$ cat config.mk
export PLATFORM = sky130hd
export DESIGN_NAME = jtkunio_paldma
export DESIGN_NICKNAME = d
export VERILOG_FILES = /design/src/rtl/jtkunio_paldma.sv
export SDC_FILE = /design/constraint.sdc
export NUM_CORES = 1
export LEC_CHECK = 0
export CORE_AREA = 8 8 81 83
export DETAILED_ROUTE_END_ITERATION = 10
export DIE_AREA = 0 0 89 91
export GPL_TIMING_DRIVEN = 0
export HOLD_SLACK_MARGIN = 0.12
export PLACE_DENSITY = 0.71
export SYNTH_ARGS = -nofsm -noshare
export SYNTH_HDL_FRONTEND = slang
export SYNTH_SLANG_ARGS = --single-unit
$ cat constraint.sdc
create_clock -name clk -period 1.85 [get_ports clk]
set_input_delay 0.2775 -clock clk [delete_from_list [all_inputs] [get_ports clk]]
set_output_delay 0.2775 -clock clk [all_outputs]
set_load 0.03 [all_outputs]
$ cat src/rtl/jtkunio_paldma.sv
// Palette DMA: copies 2^AW bytes from a 22-bit source bus into palette RAM,
// one byte per FETCH/WRITE pair, with CPU writes to the palette taking priority.
//
// state | meaning
// IDLE  | waiting for start; done pulses here for one cycle after a copy
// FETCH | source read of byte cnt (gated by LVBL when VB_ONLY)
// WRITE | writing latched byte to palette address cnt, retried on CPU collision
module jtkunio_paldma #(
    parameter int          AW       = 9,
    parameter logic [21:0] SRC_BASE = 22'd0,
    parameter bit          VB_ONLY  = 1'b1
)(
    input  logic          clk,
    input  logic          rst_n,
    input  logic          LVBL,
    input  logic          start,
    output logic          busy,
    output logic          done,
    output logic          src_cs,
    output logic [21:0]   src_addr,
    input  logic [7:0]    src_data,
    input  logic          src_ok,
    input  logic          cpu_cs,
    input  logic          cpu_wrn,
    input  logic [AW-1:0] cpu_addr,
    input  logic [7:0]    cpu_dout,
    output logic          pal_we,
    output logic [AW-1:0] pal_addr,
    output logic [7:0]    pal_din
);

    typedef enum logic [1:0] {IDLE, FETCH, WRITE} state_t;

    state_t        state, state_nx;
    logic [AW-1:0] cnt;
    logic [7:0]    dbyte;
    logic          done_r;
    logic [AW-1:0] hold_addr;
    logic [7:0]    hold_din;
    logic          cpu_wr, fetch_en, fetch_ok, dma_wr, last, accept;

    assign cpu_wr   = cpu_cs & ~cpu_wrn;
    assign fetch_en = (state == FETCH) && !(VB_ONLY && LVBL);
    assign fetch_ok = fetch_en && src_ok;
    assign dma_wr   = (state == WRITE) && !cpu_wr;
    assign last     = (cnt == {AW{1'b1}});
    // done_r is only high in the IDLE cycle right after completion, so a start
    // arriving with it is dropped
    assign accept   = (state == IDLE) && start && !done_r;

    always_ff @(posedge clk) begin
        if (!rst_n) state <= IDLE;
        else        state <= state_nx;
    end

    always_comb begin
        state_nx = state;
        case (state)
            IDLE:    if (accept)   state_nx = FETCH;
            FETCH:   if (fetch_ok) state_nx = WRITE;
            WRITE:   if (!cpu_wr)  state_nx = last ? IDLE : FETCH;
            default: state_nx = IDLE;
        endcase
    end

    always_ff @(posedge clk) begin
        if (!rst_n) begin
            cnt       <= '0;
            dbyte     <= '0;
            done_r    <= 1'b0;
            hold_addr <= '0;
            hold_din  <= '0;
        end else begin
            done_r <= dma_wr && last;
            if (accept)   cnt   <= '0;
            if (fetch_ok) dbyte <= src_data;
            if (dma_wr) begin
                hold_addr <= cnt;
                hold_din  <= dbyte;
                if (!last) cnt <= cnt + AW'(1);
            end
        end
    end

    // Reset masks all DMA-side outputs; the CPU write path stays live
    always_comb begin
        busy     = rst_n && (state != IDLE);
        done     = rst_n && done_r;
        src_cs   = rst_n && fetch_en;
        src_addr = rst_n ? SRC_BASE + 22'(cnt) : SRC_BASE;
        pal_we   = 1'b0;
        pal_addr = hold_addr;
        pal_din  = hold_din;
        if (cpu_wr) begin
            pal_we   = 1'b1;
            pal_addr = cpu_addr;
            pal_din  = cpu_dout;
        end else if (rst_n && state == WRITE) begin
            pal_we   = 1'b1;
            pal_addr = cnt;
            pal_din  = dbyte;
        end
    end

endmodule

== Word-level counts from Yosys, hierarchy flattened ==
Cells that the tools add are included.
Operators by class
  reduce and logical (&&, ||, !) cells: 16
  multiplexer cells: 15
  add/sub/neg operators: 1
  bitwise gates (word level): 2
  equal/unequal tests: 6
Operator list (count)
  $mux 9: 6
  $mux 8: 2
  $logic_and 1x1->1: 10
  $add 9x1->9 const B: 1
  $eq 9x9->1 const B: 1
  $mux 2: 3
  $ne 2x2->1 const B: 3
  $pmux 2 s3: 1
  $logic_not 1->1: 3
  $mux 1: 3
  $reduce_and 3->1: 1
  $eq 2x1->1 const B: 1
  $eq 2x2->1 const B: 1
  $logic_not 2->1: 1
  $reduce_bool 2->1: 1
  $and 1x1->1: 1
  $not 1->1: 1
Storage, ports and cells
  word-level logic and storage cells: 46
  register bits: 37
  output and inout bits: 43
  bits of input ports: 32

== Depth between registers and ports, before layout ==
Gate-level depths: netlist of the first run.
  word-level depth: 6
  gate-level depth with buffers: 8
  mapped depth without buffers: 8

== Least setup slack after synthesis of the first run ==
No wires, ideal clock.
  path kind: reg-to-output
  from: reg state[1]
  to: out pal_addr[0]
  required time: 1572 ps
  path buffers: 2
  path slack: -240 ps
  data arrival time: 1813 ps
  stages on the path, launching flop included: 7
  cell sequence: dfxtp_1 nor2b_1 buf_2 nand2_4 buf_4 mux2i_1 o21ai_0
On the way
  cells in the longest elaborated chain, start to end: 4
Ends and longest elaborated chain
  start, declared: RTL line 34  | state_t state, state_nx;
  start signal, assigned: RTL line 53  | else state <= state_nx;
  $eq 2x2->1: RTL line 98  | end else if (rst_n && state == WRITE) begin
  $logic_and 1x1->1: RTL line 98
  $mux 9: RTL line 98
  $mux 9: RTL line 94  | if (cpu_wr) begin
  end, declared: RTL line 28  | output logic [AW-1:0] pal_addr,
Every way passes these cells.

== Worst setup path after layout of the first run ==
  from: reg state[0]
  to: out pal_addr[7]
Same word-level chain as after synthesis.

==> results.txt, run 1 <==
- Global routing met3 resource utilization: 4.14%
* TritonCTS clock tree: yes
* Largest stage delay on the critical path: 370 ps
- FF-to-FF setup slack: 80 ps
- The setup path with the least slack is of type register to output pin.
- Largest cells by area after synthesis: sky130_fd_sc_hd__dfxtp_1, sky130_fd_sc_hd__mux2i_1, sky130_fd_sc_hd__nand2_1
- Synthesized area: 2030 um^2
* Fmax: 533 MHz
* Core area: 5340 um^2
* Buffer type at the clock tree root: sky130_fd_sc_hd__clkbuf_8
* RSZ-0062 raised after global routing: yes
- The share of synthesized area in the top cell type comes to 36.5%.
* Vias in the first global route: 2046
- The number of hold violations in the final report came to 0.
- Hold path depth: 2
* Final instance area: 3240 um^2
- Max-cap violations: 0
- HPWL reported at the end of detailed placement: 4300 um
- Measured along the x axis, the die boundary spans 89 um.
* Number of library cell types mapped by synthesis: 38
- Number of remaining DRC errors: 0
* Area of the multi-input gates: 1310 um^2
* Setup total negative slack: -34.9 ps
- For hold timing, the worst endpoint is hold_din[1]$_SDFFE_PN0P_.
- Final period demand of the worst path: 1880 ps
* Number of warnings reported in the yosys synthesis log: 0
* Area enclosed by the die boundary: 8100 um^2
- Dividing the detail-routed wire length by the instance count gives 14.7 um.
- Largest net degree at the start of global routing: 12
- After synthesis, the share of flip-flops with an asynchronous set or reset is 0%.
- Max Root-Sink Buffers: 2
- After synthesis, flip-flops and latches occupy 36.5% of the total area.
* Class of the tightest hold or removal check: register to register
- Hold repair after CTS inserted 0 buffers.
- Worst-case setup margin in the final layout: -27.5 ps
- Worst slack after detailed placement: -1080 ps
* Non-filler cells in the finished layout: 430
- The detailed router finished its first iteration with 141 violations.
- Final max-slew violation count: 0
- Y dimension of the die: 91 um
- Most frequent cell after synthesis: sky130_fd_sc_hd__nand2_1
- TritonCTS buffer count: 5
- # nets final: 392
* Synth area leader: sky130_fd_sc_hd__dfxtp_1
* Clock Latency Late Sink: 290 ps
- Dividing total power by cell area gives a power density of 533 nW/um^2.
* Nature of the critical path startpoint: register
* Worst setup skew after layout: 5.24 ps
- Most used cell, CP: sky130_fd_sc_hd__buf_6
- For the worst setup path, the data required time is 1570 ps.
- The first global-routing pass estimated 10000 um of wire.
- Global routing consumed, over all layers together, 15.4% of the routing resources.
- Initial cell density of the core: 38.0%
- Violated checks: setup timing
- Filler cell count in the final layout: 482
- FF-to-FF End: cnt[2]$_SDFF_PN0_
- Worst reg-to-reg path cell count: 8
- Routed vias: 2109
- Top fanout value on the critical path: 7
- VDD IR max: 0.257 mV
* Number of enable-type register cells in the synthesized netlist: 0
- For this run, global-route usage on met1 was measured as 19.4%.
- Once placement finished, the instance area stood at 2810 um^2.
- Cells with a size suffix above 1 make up 29.1% of the layout.
- Dividing the synthesized area by the synthesized cell count gives 7.74 um^2.
* Flop and latch count out of synthesis: 37
* Primary flip-flop cell chosen by synthesis mapping: sky130_fd_sc_hd__dfxtp_1
- Sequential cell area: 761 um^2
- The clock net in this run drives a total of 37 sinks.
* Final period utilization: 101%
* Busiest metal layer after global routing: met2
* Placed cells: 407
- Final number of setup-violating endpoints: 3
- Cell with the largest stage delay on the worst path: sky130_fd_sc_hd__dfxtp_4
* Remaining Overflow, GRT: 0
- The worst register-to-register path begins at cnt[0]$_SDFF_PN0_.
- The number of antenna violations at the first check in global routing is 0.
- Residual antenna-violating net count after detailed routing: 0
- Crit path arrival time: 1600 ps
- Run status: finished, violations left
- In this run the most critical hold path is launched from hold_din[1]$_SDFFE_PN0P_.
- Weighted congestion reported at the end of routability-driven placement: 0.814
* Area growth, synth to finish: 59.8%
- Wires add up to 6340 um.
- Hold timing on the final database bottoms out at a slack of 458 ps.
- Input and output buffers added on the ports amount to 61.
* Kind of end point of the critical path: output pin
- Cells after Synth: 262
- Measured against its own limit, the worst slew margin works out to 66.2%.
- The first detailed-routing pass took 4 iterations.
- Clock transition at the registers of the reported paths: 70 ps
- Counting instances in the post-synthesis netlist gives the leading cell types as sky130_fd_sc_hd__nand2_1, sky130_fd_sc_hd__dfxtp_1, sky130_fd_sc_hd__mux2i_1, sky130_fd_sc_hd__a21oi_1, sky130_fd_sc_hd__o21ai_0.
- Pin slew with the least headroom to its limit: 508 ps
- Total I/O pin count: 75
* Level count of the clock H-tree: 2
* Vias/cell: 4.90
- The signal on the critical path passes through nor2b_4, buf_6, nand2_8, clkbuf_16, mux2i_2, o21ai_2, buf_6.
* Leakage power total: 1.36 nW
- Met2 GRT Util: 24.1%
- Row cnt: 27
## cell type report
type | instances | share of cell area (%)
Buffer | 27 | 6.76
Tap cell | 72 | 2.78
Timing Repair Buffer | 77 | 23.2
Sequential cell | 37 | 23.5
Antenna cell | 1 | 0.0773
Clock buffer | 7 | 2.67
Inverter | 4 | 0.464
Multi-Input combinational cell | 205 | 40.6
## routing by layer
layer / vias to the layer above / share of wire (%)
li1: 1055 / -
met1: 981 / 43
met2: 66 / 47
met3: 7 / 7.5
met4: 0 / 1.5
met5: - / 0
## registers in the layout, summed over array words and instances (netlist names)
| register | cells |
|---|---|
| state | 2 |
| cnt | 9 |
| hold_din | 8 |
| dbyte | 8 |
| hold_addr | 9 |
| done_r | 1 |
## cells in the final DEF (no fill, tap or decap), drive strengths merged
cell type and count:
or2 1, ha 3, clkdlybuf4s15 4, nor2 16, diode 1, a21oi 24, a31oi 4, nor4bb 1
o211ai 3, inv 4, nor4 1, clkbuf 15, dfxtp 37, nor2b 2, or3 3, a311oi 2
and2 8, or4 1, clkdlybuf4s18 1, and3 1, nor4b 1, nor3b 2, clkdlybuf4s50 30, nor3 2
nand3b 1, dlygate4sd2 9, mux2i 25, nand2b 3, dlymetal6s2s 1, nand4 1, nand2 58, o21a 1
nand3 7, o21ai 21, buf 51, conb 13
## how the worst max path moves through the flow
stage                        to  slack (ps)  depth (start not counted)             startpoint
floorplan           pal_addr[0]         -10                          6  state[1]$_SDFFE_PN0P_
global placement     pal_din[1]       -1040                          7                 cpu_cs
detailed placement   pal_din[4]       -1080                          7                 cpu_cs
CTS                 pal_addr[1]         -60                          7  state[0]$_SDFFE_PN0P_
global route        pal_addr[8]        -100                          7  state[1]$_SDFFE_PN0P_
finish              pal_addr[7]         -30                          7  state[0]$_SDFFE_PN0P_
## worst max-delay path, delay by kind of cell, from the launching register on
family                 cells  cell delay [ps]
AO/OA/AOI/OAI              1              130
buffers and inverters      3              450
flip-flops                 1              370
multiplexers               1              150
AND/OR/NAND/NOR            2              190
## power breakdown
group	leakage, nW	switching, W	internal (W)
registers	0.304	0.00000876	0.000801
clock network	0.0443	0.000272	0.000295
logic	1.01	0.000186	0.000163
total	1.36	0.000468	0.00126
## metrics by stage
step / power, W / util (%)
CTS: 0.00172 / 57.8
finish: 0.00173 / 60.7
detailed placement: 0.00114 / 52.6
floorplan: 0.00101 / -
global placement: 0.00114 / 52.6
global route: 0.00181 / 60.6
## cell families (layout without fill, tap and decap cells)
logic type | Yosys count | count (layout) | synth area share (%)
muxes | 25 | 25 | 12.3
buffers and inverters | 32 | 115 | 8.76
and+or+nand+nor | 109 | 109 | 25.6
DFF | 37 | 37 | 36.5
other | 1 | 14 | 0.185
AOI/OAI and AO/OA | 55 | 55 | 14.7
adders and majority gates | 3 | 3 | 1.85
## repair_timing
action                                  CTS  global route
gates cloned                              0             1
pin swaps                                 2             4
resized for setup                       173            23
setup buffers                            10             5
endpoints found under the setup margin   39            37
Note: power is estimated with default switching activity, not from simulation.
==> run 2: changes to the inputs <==
--- a/config.mk
+++ b/config.mk
@@ -5,9 +5,9 @@
 export SDC_FILE = /design/constraint.sdc
 export NUM_CORES = 1
 export LEC_CHECK = 0
-export CORE_AREA = 8 8 81 83
+export CORE_AREA = 2 2 75 77
 export DETAILED_ROUTE_END_ITERATION = 10
-export DIE_AREA = 0 0 89 91
+export DIE_AREA = 0 0 77 79
 export GPL_TIMING_DRIVEN = 0
 export HOLD_SLACK_MARGIN = 0.12
 export PLACE_DENSITY = 0.71
==> run 2 against run 1 <==
The flow still finishes with violations (setup timing). Critical endpoint is now pal_addr[1]. Clock power is 4.6% lower. Clock skew increased by 1.7 ps. Combinational power is essentially flat. Sequential power about the same. First-iteration DRC count shrank 29%. Highest routed layer unchanged. Core utilization is 0.28 points higher. Largest cell class unchanged. Worst hold slack worse by 3.5 ps.
==> results.txt, run 2 (same netlist as run 1, synthesis figures left out) <==
* Die extent in x: 77 um
- Kind of end point of the critical path: output pin
- The worst setup path is launched from a register.
- TritonCTS clock tree: yes
* Initial cell density of the core: 38.0%
* Total count of hold-check failures in the final report: 0
- IR analysis of the VDD net gives a maximum drop of 0.317 mV.
- Setup violations remaining at the end of the flow were counted as 14.
- Vias in the first global route: 1973
- Across every metal layer, demand over resource in global routing totals 19.5%.
* Final core utilization: 60.9%
- Relative to the synthesized area, the layout overhead comes to 60.5%.
* Row cnt: 27
* Final max-slew violation count: 0
- Largest net degree at the start of global routing: 12
- Most common cell after layout, fill and taps aside: sky130_fd_sc_hd__nand2_1
- Counting cells, the worst reg-to-reg path comes to 8.
* Final period utilization: 106%
- After detailed routing, the number of vias per cell comes to 4.83.
* Category of the critical setup timing path: register to output pin
- Iteration-0 DRC Markers: 100
* HPWL reported at the end of detailed placement: 3860 um
- Inserted Diodes: 0
* Most used cell, CP: sky130_fd_sc_hd__buf_12
- After detailed placement, the total cell area comes to 2810 um^2.
- Of all nets on the critical path, the largest fanout is 8.
* Minimum hold slack: 454 ps
- Weighted congestion reported at the end of routability-driven placement: 0.794
* Filler cell count in the final layout: 486
- The slowest stage of the critical path belongs to the cell sky130_fd_sc_hd__dfxtp_4.
- At the pin with the least slew margin, the transition time is 528 ps.
- The worst path in the final design needs a cycle of 1950 ps, including I/O delays and setup.
* Max Root-Sink Buffers: 2
- WP buf/inv: 4
- Run status: finished, violations left
- For this run, the detailed router's first-pass iteration total came to 4.
* Area enclosed by the die boundary: 6080 um^2
- Wire length of the first global-routing pass: 9540 um
* Final instance area: 3250 um^2
- Max-cap violations in this run came to 0.
- Counting buffers and inverters, the worst setup path is 8 cells deep.
- Crit path arrival time: 1680 ps
- Port Buffers: 61
- CTS saw 37 sinks.
* Fmax: 512 MHz
* Hold path depth: 2
- At the end of the flow, the number of nets in the layout was 397.
- The top cell types in the final layout, fill and taps aside, are sky130_fd_sc_hd__nand2_1, sky130_fd_sc_hd__buf_4, sky130_fd_sc_hd__dfxtp_1, sky130_fd_sc_hd__clkdlybuf4s50_1, sky130_fd_sc_hd__mux2i_1.
- Registers with the highest flip-flop counts: cnt (9), hold_addr (9)
- After layout, the worst setup slack is -103 ps.
- Leakage power total: 1.42 nW
- Setup repair after global routing could not meet its margin everywhere.
* Required time of the critical path: 1570 ps
- The largest single stage delay on the critical path is 370 ps.
- Headroom to the max-slew limit came out at 64.8%.
- Level count of the clock H-tree: 2
- Crit path max-delay family: buffers and inverters
- Share of cells above drive strength 1: 29.5%
- The die is 79 um tall.
- The number of antenna violations at the first check in global routing was 0.
- Residual antenna-violating net count after detailed routing: 0
- Routed vias: 2099
- The later pin in the worst-skew pair is clocked with a latency of 290 ps.
- Worst setup skew after layout: 6.98 ps
- In the routed design, unresolved DRC markers number 0.
* Ratio of total power to cell area: 523 nW/um^2
- Overall power consumption after layout is estimated at 0.00170 W.
- The checks that failed: setup timing.
- The critical path goes through nor2b_1, buf_4, nand2_8, buf_12, buf_12, mux2i_2, o21ai_2, buf_6.
* Class of the tightest hold or removal check: register to register
- Core area: 5340 um^2
* Remaining Overflow, GRT: 0
- TritonCTS created 5 clock buffers.
* Count of hold-fix buffers inserted at cts: 0
- Clock transition at the registers of the reported paths: 70 ps
- The final layout contains routed wiring with a total length of 5790 um.
- Total I/O pin count: 75
* Buffer type at the clock tree root: sky130_fd_sc_hd__clkbuf_8
- Dividing the detail-routed wire length by the instance count gives 13.3 um.
==> run 2: worst paths after layout <==
check	from	slack, ps	endpoint
worst max register to register	cnt[1]$_SDFF_PN0_	50	cnt[2]$_SDFF_PN0_
worst min register to register	hold_addr[4]$_SDFFE_PN0P_	450	hold_addr[4]$_SDFFE_PN0P_
worst min-delay path	hold_addr[4]$_SDFFE_PN0P_	450	hold_addr[4]$_SDFFE_PN0P_
worst max-delay path	state[0]$_SDFFE_PN0P_	-100	pal_addr[1]
==> run 2: stage by stage <==
| step | std cells | setup slack, ps | TNS, ps |
|---|---|---|---|
| 2_1_floorplan | 274 | -14.3 | -14.3 |
| 3_3_place_gp | 407 | -1030 | -28610 |
| 3_5_place_dp | 407 | -1040 | -29580 |
| 4_1_cts | 425 | -116 | -801 |
| 5_1_grt | 435 | -217 | -2800 |
| 6_report | 435 | -103 | -1210 |
==> run 2: where the power goes <==
part / switching, W / internal, W
Sequential: 0.00000861 / 0.000801
Combinational: 0.000182 / 0.000167
Clock: 0.000281 / 0.000261
Total: 0.000472 / 0.00123
==> run 2: worst min-delay path, stage by stage, from the launching register on <==
cell,delay (ps)
sky130_fd_sc_hd__dfxtp_1,310
sky130_fd_sc_hd__nand2_1,50
sky130_fd_sc_hd__a21oi_1,50
==> run 2: routing by layer <==
layer	vias to the layer above	share of wire [%]	wire (um)	track usage [%]
li1	1074	-	-	-
met3	11	6.6	382	4.20
met4	0	1.3	78	5.18
met5	-	0	0	0
met2	80	49	2850	34.4
met1	934	43	2480	24.2
==> run 2: area by class of cell <==
cell class	count	area (um^2)	share of cell area [%]
Multi-Input combinational cell	205	1280	39.4
Timing Repair Buffer	82	805	24.7
Sequential cell	37	761	23.4
Buffer	27	219	6.73
Tap cell	72	90.1	2.77
Clock buffer	6	72.6	2.23
Inverter	4	15.0	0.462
Clock inverter	2	10.0	0.308
==> run 2: repair_timing <==
item | in CTS | in global routing
buffers inserted | 9 | 10
pin swaps | 1 | 3
cloned | 2 | 0
setup endpoints to repair | 39 | 36
gates resized for setup | 171 | 22
